## src/rtl/seq_pattern_detector.sv

```systemverilog
// seq_pattern_detector
//   Serial bit-pattern detector with a runtime-loadable pattern, overlapping
//   or non-overlapping match modes and a saturating match counter.
//
// Handshake: there is no back-pressure. A bit on ip is accepted in any
//   cycle where in_valid is high and pat_load is low. A pat_load cycle drops
//   the bit presented with it. Cycles with in_valid low leave the match
//   history untouched, so gaps in the stream are invisible to matching.
//
// Ports
//   clk         : clock, all state updates on the rising edge
//   rst         : synchronous active-high reset (wins over every other input)
//   ip          : serial data bit
//   in_valid    : ip is accepted this cycle when high
//   pat         : new pattern, MSB is the oldest bit to match
//   pat_load    : load pat into pat_q and flush the history
//   overlap_en  : 1 = overlapping matches, 0 = non-overlapping
//   cnt_clr     : clear match_count (a same-cycle hit still counts as 1)
//   op          : Mealy match, combinational, same cycle as the completing bit
//   opm         : Moore match, registered copy of op
//   match_count : saturating number of matches
//   pat_q       : active pattern
module seq_pattern_detector #(
  parameter int              PAT_W   = 4,
  parameter int              CNT_W   = 8,
  parameter logic [PAT_W-1:0] PAT_RST = 4'b1010
) (
  input  logic             clk,
  input  logic             rst,
  input  logic             ip,
  input  logic             in_valid,
  input  logic [PAT_W-1:0] pat,
  input  logic             pat_load,
  input  logic             overlap_en,
  input  logic             cnt_clr,
  output logic             op,
  output logic             opm,
  output logic [CNT_W-1:0] match_count,
  output logic [PAT_W-1:0] pat_q
);

  // fill counts 0..PAT_W, so it needs enough bits to hold PAT_W itself.
  localparam int FW = $clog2(PAT_W + 1);
  localparam logic [FW-1:0]    FILL_MAX = FW'(PAT_W);
  localparam logic [FW-1:0]    FILL_MIN = FW'(PAT_W - 1);
  localparam logic [CNT_W-1:0] CNT_MAX  = '1;

  // Only the newest PAT_W-1 history bits are ever looked at: the oldest
  // bit of the previous window falls off as soon as the next bit arrives,
  // so it is not stored.
  logic [PAT_W-2:0] hist;
  logic [FW-1:0]    fill;
  logic [PAT_W-1:0] window;
  logic             accept;
  logic             hit;

  assign accept = in_valid & ~pat_load;
  assign window = {hist, ip};

  // fill >= PAT_W-1 means the history plus the current bit make a full
  // window of bits that all arrived after the last flush.
  assign hit = accept & ~rst & (fill >= FILL_MIN) & (window == pat_q);
  assign op  = hit;

  always_ff @(posedge clk) begin
    if (rst) begin
      hist        <= '0;
      fill        <= '0;
      pat_q       <= PAT_RST;
      opm         <= 1'b0;
      match_count <= '0;
    end else begin
      opm <= hit;

      if (cnt_clr) begin
        match_count <= hit ? CNT_W'(1) : '0;
      end else if (hit && (match_count != CNT_MAX)) begin
        match_count <= match_count + CNT_W'(1);
      end

      if (pat_load) begin
        pat_q <= pat;
        hist  <= '0;
        fill  <= '0;
      end else if (in_valid) begin
        hist <= window[PAT_W-2:0];
        // Non-overlapping mode restarts the fill so the next match must be
        // built entirely from fresh bits.
        if (hit && !overlap_en) begin
          fill <= '0;
        end else if (fill != FILL_MAX) begin
          fill <= fill + FW'(1);
        end
      end
    end
  end

endmodule

```

## config.mk

```make
export PLATFORM = sky130hd
export DESIGN_NAME = seq_pattern_detector
export DESIGN_NICKNAME = d
export VERILOG_FILES = /design/src/rtl/seq_pattern_detector.sv
export SDC_FILE = /design/constraint.sdc
export NUM_CORES = 1
export LEC_CHECK = 0
export BUFFER_PORTS_ARGS = -buffer_cell sky130_fd_sc_hd__buf_2
export CAP_MARGIN = 20
export CELL_PAD_IN_SITES_DETAIL_PLACEMENT = 1
export CELL_PAD_IN_SITES_GLOBAL_PLACEMENT = 2
export CORE_MARGIN = 1
export CORE_UTILIZATION = 26
export DETAILED_ROUTE_END_ITERATION = 7
export PLACE_DENSITY_LB_ADDON = 0.3
export REMOVE_ABC_BUFFERS = 1
export SLEW_MARGIN = 30
export SYNTH_ARGS = -nofsm -noshare
export SYNTH_HDL_FRONTEND = slang
export SYNTH_SLANG_ARGS = --single-unit
```

## constraint.sdc

```tcl
create_clock -name clk -period 2 [get_ports clk]
set_clock_uncertainty 0.15 [all_clocks]
set_input_delay 0.4 -clock clk [delete_from_list [all_inputs] [get_ports clk]]
set_output_delay 0.4 -clock clk [all_outputs]
set_load 0.02 [all_outputs]
```

==> results.toml, run 1 <==
[worst_setup_path]
number_of_cells_traversed_by_the_worst_register_to_register_path = 9
criticalPathCategory = "flop to output port"
cp_endpoint_kind = "output port"
critical_path.slowest_cell = "sky130_fd_sc_hd__dfxtp_2"
cp.required_ps = 1450
cp-start-kind = "flop"
timing.critical_path.cells = "ha_4, ha_4, a211o_1, nand4_2, or2_4, inv_4, buf_6"
regToRegSetupSlack_ps = -90
crit-reg2reg-launch = "fill[0]"
critPathMaxFanout = 2
cp.arrival_ps = 1560
critical-path-max-stage-delay_ps = 350
worstReg2RegEnd = "match_count[7]"
cpMostUsedCell = "sky130_fd_sc_hd__ha_4"

[clock_network]
htreeDepth = 1
clock_insertion_delay_worst_skew_ps = 290
cts_root_buf = "sky130_fd_sc_hd__clkbuf_4"
tritoncts = "built"
cts-hold-fix-buffers = 0
tritoncts.num_buffers = 3
clkSinkCount = 19
clkSlewWorstSetupHoldPaths_ps = 110
cts_max_path_buffers = 2

[placement]
place.detailed.hpwl_mm = 1.79
portBuffers = 24
routabilityCongestion = 0.765
placedCellCount = 183
placed_area_um2 = 1170

[min_path]
hold_path_depth = 2
hold_end = "pat_q[1]"
hold_path.startpoint = "pat[1]"
worst_hold_path_type = "input port to flop"

[final_layout]
fin_util_pct = 40.6
postLayoutCellArea_um2 = 1390
fin_cells = 193
num_antenna_cells = 0
multi_input_comb_area_um2 = 629
fin_nets = 163
n_fill_cell = 418
area_delta_synth_final_pct = 46.9
ff_latch_area_um2 = 383
final_layout_size_suffix_gt1_share_pct = 43.5

[detailed_routing]
drt.antenna.violating_nets = 0
drt_iter0_drc = 21
drc = 0
drt-pass1-iter-count = 3
post_drt_wl_per_cell_um = 12.5
routed-via-count = 879
routed_wirelength_mm = 2.40
vias_per_cell = 4.55

[die]
fp.dieW_um = 62.2
num_rows = 21
die_area_um2 = 3870
floorplan.core_area_um2 = 3420
die_h_um = 62.2
initial_utilization_pct = 27.6
floorplan.io_pins = 25

[synthesis]
ys_ff_latch = 19
ys_dominant_reg_cell = "sky130_fd_sc_hd__dfxtp_1"
yosysWarnings = 0
postSynthCellCount = 108
post_synth_num_cell_types = 32
ys_seq_area_share_pct = 40.3
avgSynthCellArea_um2 = 8.74
number_of_enable_type_register_cells_in_the_synthesized_netlist = 0
post_synth_instance_area_um2 = 943
async_reset_ff_share_pct = 0

[pwr]
finalPower_mw = 0.665
sw_frac_of_total_pct = 24.7
proportion_of_power_drawn_by_the_clock_network_pct = 28.9
irDropWorstVdd_mv = 0.246
intPower_mw = 0.501
net_switching_power_mw = 0.164
power_density_over_the_cells_nw_per_um2 = 480
power_leakage_nw = 0.575
share_seq_of_total_power_pct = 59.1
comb_power_share_pct = 12.0

[timing]
hold_viol_final = 0
slew_headroom_pct = 79.8
layout_worst_path_cycle_share_pct = 106
finalWorstPathRequiredPeriod_ps = 2110
maximum_clock_frequency_mhz = 473
tightest_pin_transition_ps = 303
pnr_worst_setup_slack_ps = -113
final.hold.worst_slack_ps = 161
finalMaxSlewViolations = 0
setup_repair_after_global_routing_missed_its_margin = "yes"
setup_violations = 2

[global_route]
global_route_wire_length_before_repair_mm = 4.31
first_global_vias = 980
grt_max_degree = 12
grt_antenna_before_repair = 0
grt.overflow.total = 0
gr-usage-all-layers_pct = 13.9

[outcome]
status = "finished, violations left"
violated_checks = "setup timing"

[run]
maxCapViolCount = 0
==> cell usage after synthesis (3+ instances only) <==
| cell type | count | area (µm²) |
|---|---|---|
| sky130_fd_sc_hd__inv_1 | 7 | 26.3 |
| sky130_fd_sc_hd__nor2_1 | 14 | 52.6 |
| sky130_fd_sc_hd__a211o_1 | 3 | 26.3 |
| sky130_fd_sc_hd__mux2i_1 | 7 | 70.1 |
| sky130_fd_sc_hd__xnor2_1 | 7 | 61.3 |
| sky130_fd_sc_hd__nand2_1 | 8 | 30.0 |
| sky130_fd_sc_hd__ha_1 | 4 | 50.1 |
| sky130_fd_sc_hd__a21oi_1 | 5 | 25.0 |
| sky130_fd_sc_hd__nor2b_1 | 3 | 18.8 |
| sky130_fd_sc_hd__dfxtp_1 | 19 | 380 |
| sky130_fd_sc_hd__nor3_1 | 6 | 30.0 |
==> how the worst max path moves through the flow <==
stage,start,end,slack (ps),cells past startpoint
after global placement,pat_load,fill[1],10,7
after global routing,fill[2],op,-210,7
final,fill[0],op,-110,7
after detailed placement,pat_load,match_count[7],-30,7
after floorplan,fill[0],match_count[7],40,7
after CTS,fill[1],op,-170,7
==> worst max-delay path, delay by kind of cell (launching register included) <==
kind	cells	cell delay (ps)
compound gates	1	240
fa+ha+maj	2	300
buf+inv	2	160
flops	1	350
simple gates	2	230
==> power groups by stage <==
stage	clock [mW]	sequential, mW	combinational, mW
3_3_place_gp	0	0.401	0.0754
2_1_floorplan	0	0.407	0.0311
5_1_grt	0.227	0.395	0.0895
6_report	0.192	0.393	0.0798
4_1_cts	0.208	0.394	0.0796
3_5_place_dp	0	0.401	0.0766
==> final cells by class <==
class | instances | area share (%)
Multi-Input combinational cell | 77 | 45.4
Inverter | 7 | 2.08
Tap cell | 46 | 4.15
Timing Repair Buffer | 40 | 18.9
Sequential cell | 19 | 27.6
Clock buffer | 4 | 1.90
==> repair_timing <==
action | CTS | global route
pin swaps | 6 | 11
setup endpoints to repair | 2 | 12
resized for setup | 23 | 9
gates cloned | 0 | 0
buffers inserted | 6 | 2
==> cell families after synthesis <==
| family | share of synthesized area (%) |
|---|---|
| AOI/OAI and AO/OA | 10.6 |
| xor gates and xnor gates | 6.50 |
| adders and majority gates | 5.31 |
| buffers and inverters | 5.70 |
| DFF | 40.3 |
| muxes | 7.43 |
| and+or+nand+nor | 24.1 |
==> registers in the layout, summed over array words and instances (netlist names) <==
| signal | cells |
|---|---|
| fill | 3 |
| hist | 3 |
| match_count | 8 |
| opm | 1 |
| pat_q | 4 |
==> layer usage <==
metal	GRT usage (%)	up-vias	routed length [µm]
li1	-	446	-
met1	15.4	413	1100
met2	26.5	18	1210
met3	1.65	2	68
met4	5.23	0	20
met5	0	-	0
==> cell usage in the layout, fill, tap and decap left out, types with 3 or more instances in the layout <==
cell,n
sky130_fd_sc_hd__buf_2,23
sky130_fd_sc_hd__dfxtp_1,17
sky130_fd_sc_hd__nor2_1,14
sky130_fd_sc_hd__buf_4,12
sky130_fd_sc_hd__nand2_1,8
sky130_fd_sc_hd__xnor2_1,7
sky130_fd_sc_hd__mux2i_1,7
sky130_fd_sc_hd__inv_1,6
sky130_fd_sc_hd__buf_6,5
sky130_fd_sc_hd__nor3_1,4
sky130_fd_sc_hd__a21oi_1,4
sky130_fd_sc_hd__a211o_1,3
sky130_fd_sc_hd__nor2b_1,3
sky130_fd_sc_hd__clkbuf_4,3
==> metrics by stage <==
stage / setup TNS (ps) / setup WS, ps
after floorplan: 0 / 40.0
after global placement: 0 / 11.0
after detailed placement: -29.1 / -29.1
after CTS: -527 / -174
after global routing: -735 / -208
final: -203 / -113
Note: power is estimated with default switching activity, not from simulation.
==> inputs of run 2 (changes only) <==
--- a/config.mk
+++ b/config.mk
@@ -12,7 +12,7 @@
 export CORE_MARGIN = 1
 export CORE_UTILIZATION = 26
 export DETAILED_ROUTE_END_ITERATION = 7
-export PLACE_DENSITY_LB_ADDON = 0.3
+export PLACE_DENSITY_LB_ADDON = 0.05
 export REMOVE_ABC_BUFFERS = 1
 export SLEW_MARGIN = 30
 export SYNTH_ARGS = -nofsm -noshare
==> run 2 against run 1 <==
Effect of this change:
- the run still ends with setup timing left
- sequential power is essentially flat
- flip-flop and latch count is the same
- utilization decreased by 2.2 points
- clock power is 5% higher
- wire length increased by 1.6%
- setup slack worse by 23 ps
- non-clock buffer count decreased by 3
- sequential share of layout area grew 1.7 points
- combinational power increased by 0.9%
- largest power group unchanged
==> results.toml, run 2 (same netlist as run 1, synthesis figures left out) <==
[outcome]
status = "finished, violations left"
violated_checks = "setup timing"

[clock_network]
cts_max_path_buffers = 2
cts-hold-fix-buffers = 0
htreeDepth = 1
clock_insertion_delay_worst_skew_ps = 300
clkSlewWorstSetupHoldPaths_ps = 120
tritoncts = "built"
clkSinkCount = 19
tritoncts.num_buffers = 3
cts_root_buf = "sky130_fd_sc_hd__clkbuf_4"

[final_layout]
area_delta_synth_final_pct = 39.1
num_antenna_cells = 0
multi_input_comb_area_um2 = 583
fin_util_pct = 38.4
layout_common_cells = "sky130_fd_sc_hd__buf_2, sky130_fd_sc_hd__dfxtp_1, sky130_fd_sc_hd__nor2_1"
max_flop_register = "match_count"
final_common_cell = "sky130_fd_sc_hd__buf_2"
ff_latch_area_um2 = 385
n_fill_cell = 437
fin_nets = 160
final_layout_size_suffix_gt1_share_pct = 38.2
layout_top_registers = "match_count (8), pat_q (4)"
largest_register_ff_count = 8

[die]
floorplan.core_area_um2 = 3420
die_h_um = 62.2
num_rows = 21
floorplan.io_pins = 25
fp.dieW_um = 62.2
die_area_um2 = 3870
initial_utilization_pct = 27.6

[global_route]
most_used_layer_global_route = "met2"
grt_max_degree = 12
first_global_vias = 910
grt.met2_usage_pct = 21.4
grt_antenna_before_repair = 0
grt.overflow.total = 0
global_route.usage.met1_pct = 18.8
gr-usage-all-layers_pct = 13.8
global_route_wire_length_before_repair_mm = 4.24
globalRouteMet3Util_pct = 2.39

[detailed_routing]
drt.antenna.violating_nets = 0
vias_per_cell = 4.69
drt_iter0_drc = 10
routed_wirelength_mm = 2.44
drc = 0
drt-pass1-iter-count = 4
post_drt_wl_per_cell_um = 12.9
routed-via-count = 891

[pwr]
power_leakage_nw = 0.542
irDropWorstVdd_mv = 0.253
finalPower_mw = 0.673
power_density_over_the_cells_nw_per_um2 = 512

[timing]
final.hold.worst_slack_ps = 149
pnr_worst_setup_slack_ps = -135
hold_viol_final = 0
layout_worst_path_cycle_share_pct = 107
setup_repair_after_global_routing_missed_its_margin = "yes"
tightest_pin_transition_ps = 465
maximum_clock_frequency_mhz = 468
finalWorstPathRequiredPeriod_ps = 2140
slew_headroom_pct = 68.5
setup_violations = 2
finalMaxSlewViolations = 0

[worst_setup_path]
worstReg2RegEnd = "match_count[7]"
critPathCapture = "op"
critPathMaxFanout = 2
regToRegSetupSlack_ps = -90
number_of_cells_traversed_by_the_worst_register_to_register_path = 9
cp-start-kind = "flop"
crit-reg2reg-launch = "fill[0]"
criticalPathCategory = "flop to output port"
cp.required_ps = 1450
launch_point_of_the_critical_path = "fill[1]"
cp_endpoint_kind = "output port"
cp.arrival_ps = 1590

[min_path]
hold_path.startpoint = "pat[1]"
worst_hold_path_type = "input port to flop"
hold_path_depth = 2

[placement]
detailedPlace.worstSlack_ps = -58.3
portBuffers = 24
routabilityCongestion = 0.710
place.detailed.hpwl_mm = 1.83

[run]
maxCapViolCount = 0
-- run 2: through the flow --
stage,area [µm²],TNS [ps],cells
after floorplan,916,0,103
after global placement,1170,-10.6,183
after detailed placement,1170,-170,183
after CTS,1250,-271,189
after global routing,1310,-629,190
final,1310,-226,190
-- run 2: routing by layer --
layer / up-vias / wire (µm)
met1: 428 / 1230
met4: 0 / 20
met2: 17 / 1120
met3: 2 / 76
met5: - / 0
li1: 444 / -
-- run 2: worst min path at each step --
stage	end	slack (ps)
after floorplan	pat_q[0]	320
after global placement	match_count[3]	340
after detailed placement	match_count[3]	360
after CTS	pat_q[1]	130
after global routing	pat_q[1]	130
final	pat_q[1]	150
-- run 2: area by class of cell --
| cell class | instances | area share, % |
|---|---|---|
| well taps | 46 | 4.39 |
| multi-input cells | 77 | 44.4 |
| clock buffers | 4 | 2.00 |
| inverters | 7 | 2.19 |
| flip-flops and latches | 19 | 29.4 |
| repair buffers | 37 | 17.6 |
-- run 2: worst max-delay path, stage by stage (launching register included) --
cell and delay [ps]:
sky130_fd_sc_hd__dfxtp_4 370, sky130_fd_sc_hd__ha_4 160, sky130_fd_sc_hd__ha_4 140, sky130_fd_sc_hd__a211o_1 240, sky130_fd_sc_hd__nand4_2 80, sky130_fd_sc_hd__or2_4 140, sky130_fd_sc_hd__inv_4 30, sky130_fd_sc_hd__buf_6 120
-- run 2: report_power, final --
part           total [mW]  internal [mW]  switching (mW)
combinational      0.0805         0.0375          0.0430
clock               0.201         0.0776           0.123
sequential          0.392          0.385         0.00662
total               0.673          0.500           0.172
-- run 2: what timing repair did --
item | 4_1_cts | 5_1_grt
endpoints found under the setup margin | 5 | 7
gates cloned | 0 | 0
gates resized for setup | 11 | 10
pin swaps | 4 | 9
buffers inserted | 2 | 1
==> inputs of run 3 (changes only) <==
--- a/config.mk
+++ b/config.mk
@@ -9,6 +9,7 @@
 export CAP_MARGIN = 20
 export CELL_PAD_IN_SITES_DETAIL_PLACEMENT = 1
 export CELL_PAD_IN_SITES_GLOBAL_PLACEMENT = 2
+export CORE_ASPECT_RATIO = 1.25
 export CORE_MARGIN = 1
 export CORE_UTILIZATION = 26
 export DETAILED_ROUTE_END_ITERATION = 7
==> run 3 against run 2 <==
Effect of this change:
- utilization down 1.2 points
- wire length down 1.1%
- count of clock-buffer cells in the layout down 1
- critical path type unchanged
- sequential share of layout area up 0.24 points
- the flow still finishes with violations (setup timing)
- sequential power about the same
- flip-flop and latch count unchanged
- largest power group unchanged
- global-route usage down 0.48 points
==> results.toml, run 3 (same netlist as run 1, synthesis figures left out) <==
[outcome]
status = "finished, violations left"
violated_checks = "setup timing"

[final_layout]
final_common_cell = "sky130_fd_sc_hd__buf_2"
max_flop_register = "match_count"
fin_nets = 161
layout_top_registers = "match_count (8), pat_q (4)"
area_delta_synth_final_pct = 37.5
num_antenna_cells = 0
n_fill_cell = 412
final_layout_size_suffix_gt1_share_pct = 37.9
largest_register_ff_count = 8
layout_common_cells = "sky130_fd_sc_hd__buf_2, sky130_fd_sc_hd__dfxtp_1, sky130_fd_sc_hd__nor2_1"

[global_route]
grt_max_degree = 12
global_route_wire_length_before_repair_mm = 4.07
grt.overflow.total = 0
grt_antenna_before_repair = 0
gr-usage-all-layers_pct = 13.4
first_global_vias = 922

[clock_network]
tritoncts.num_buffers = 3
clkSinkCount = 19
tritoncts = "built"
htreeDepth = 1
clkSlewWorstSetupHoldPaths_ps = 80
cts_max_path_buffers = 2
cts_root_buf = "sky130_fd_sc_hd__clkbuf_8"
clock_insertion_delay_worst_skew_ps = 260

[die]
initial_utilization_pct = 27.1
floorplan.io_pins = 25
die_area_um2 = 3870
die_h_um = 69.3
num_rows = 24
floorplan.core_area_um2 = 3480
fp.dieW_um = 55.9

[detailed_routing]
drt-pass1-iter-count = 4
vias_per_cell = 4.73
drt_iter0_drc = 16
routed_wirelength_mm = 2.42
drc = 0
routed-via-count = 871
drt.antenna.violating_nets = 0
post_drt_wl_per_cell_um = 13.1

[worst_setup_path]
criticalPathCategory = "flop to output port"
worst_path_dominant_cell_family = "flip-flops"
critical-path-max-stage-delay_ps = 340
critPathMaxFanout = 2
cp-start-kind = "flop"
cp_endpoint_kind = "output port"
critical_path.slowest_cell = "sky130_fd_sc_hd__dfxtp_2"
cp.required_ps = 1450
cp.buffers_inverters = 2
timing.critical_path.cells = "ha_4, ha_4, a211o_1, nand4_2, or2_4, inv_2, buf_6"
cpMostUsedCell = "sky130_fd_sc_hd__ha_4"
cp.arrival_ps = 1520

[timing]
hold_viol_final = 0
setup_violations = 2
slew_headroom_pct = 73.0
pnr_worst_setup_slack_ps = -69.6
maximum_clock_frequency_mhz = 483
tightest_pin_transition_ps = 400
layout_worst_path_cycle_share_pct = 103
final.setup.tns_ps = -128
finalMaxSlewViolations = 0
setup_repair_after_global_routing_missed_its_margin = "yes"
finalWorstPathRequiredPeriod_ps = 2070

[run]
maxCapViolCount = 0

[pwr]
power_leakage_nw = 0.555
share_seq_of_total_power_pct = 52.5
net_switching_power_mw = 0.184
intPower_mw = 0.564
proportion_of_power_drawn_by_the_clock_network_pct = 36.5
power_density_over_the_cells_nw_per_um2 = 577
irDropWorstVdd_mv = 0.306
comb_power_share_pct = 11.0
sw_frac_of_total_pct = 24.6
finalPower_mw = 0.748

[placement]
portBuffers = 24
routabilityCongestion = 0.710
detailedPlace.worstSlack_ps = -28.3
place.detailed.hpwl_mm = 1.81

[min_path]
worst_hold_path_type = "input port to flop"
run 3: through the flow:
step | util (%) | hold slack, ps | cell area (µm²) | std cells
2_1_floorplan | - | 322 | 916 | 103
3_3_place_gp | 33.9 | 354 | 1180 | 179
3_5_place_dp | 33.9 | 360 | 1180 | 179
4_1_cts | 36.9 | 196 | 1280 | 184
5_1_grt | 37.2 | 190 | 1300 | 184
6_report | 37.2 | 202 | 1300 | 184
run 3: layout make-up:
class,count,area (µm²),area share [%]
multi-input combinational,77,557,42.9
inverter,7,26.3,2.03
sequential,19,384,29.6
clock buffer,3,41.3,3.18
tap,39,48.8,3.76
clock inverter,1,5.00,0.386
timing repair buffer,38,235,18.1
run 3: power by group through the flow:
stage / clock, mW / combinational [mW] / sequential (mW)
floorplan: 0 / 0.0311 / 0.407
CTS: 0.288 / 0.0805 / 0.393
global route: 0.302 / 0.0917 / 0.395
detailed placement: 0 / 0.0789 / 0.401
finish: 0.273 / 0.0821 / 0.393
global placement: 0 / 0.0783 / 0.401
run 3: routing by layer:
metal	vias up	global-route usage (%)	routed length [µm]
met4	0	4.88	19
met5	-	0	0
met2	17	24.0	1310
li1	447	-	-
met1	405	15.8	1020
met3	2	2.24	68
run 3: path summary, 6_finish.rpt:
kind	cells past startpoint	to	start	slack (ps)
setup / recovery	7	op	fill[1]	-70
hold reg to reg	2	match_count[3]	match_count[3]	360
setup reg to reg	8	match_count[7]	fill[1]	-60
hold / removal	2	pat_q[3]	pat[3]	200
run 3: what timing repair did:
action                                  in CTS  in global routing
setup buffers                                1                  0
cloned                                       0                  0
hold buffers                                 0                  0
pin swaps                                    4                  4
resized for setup                           12                  3
endpoints found under the setup margin       2                  6
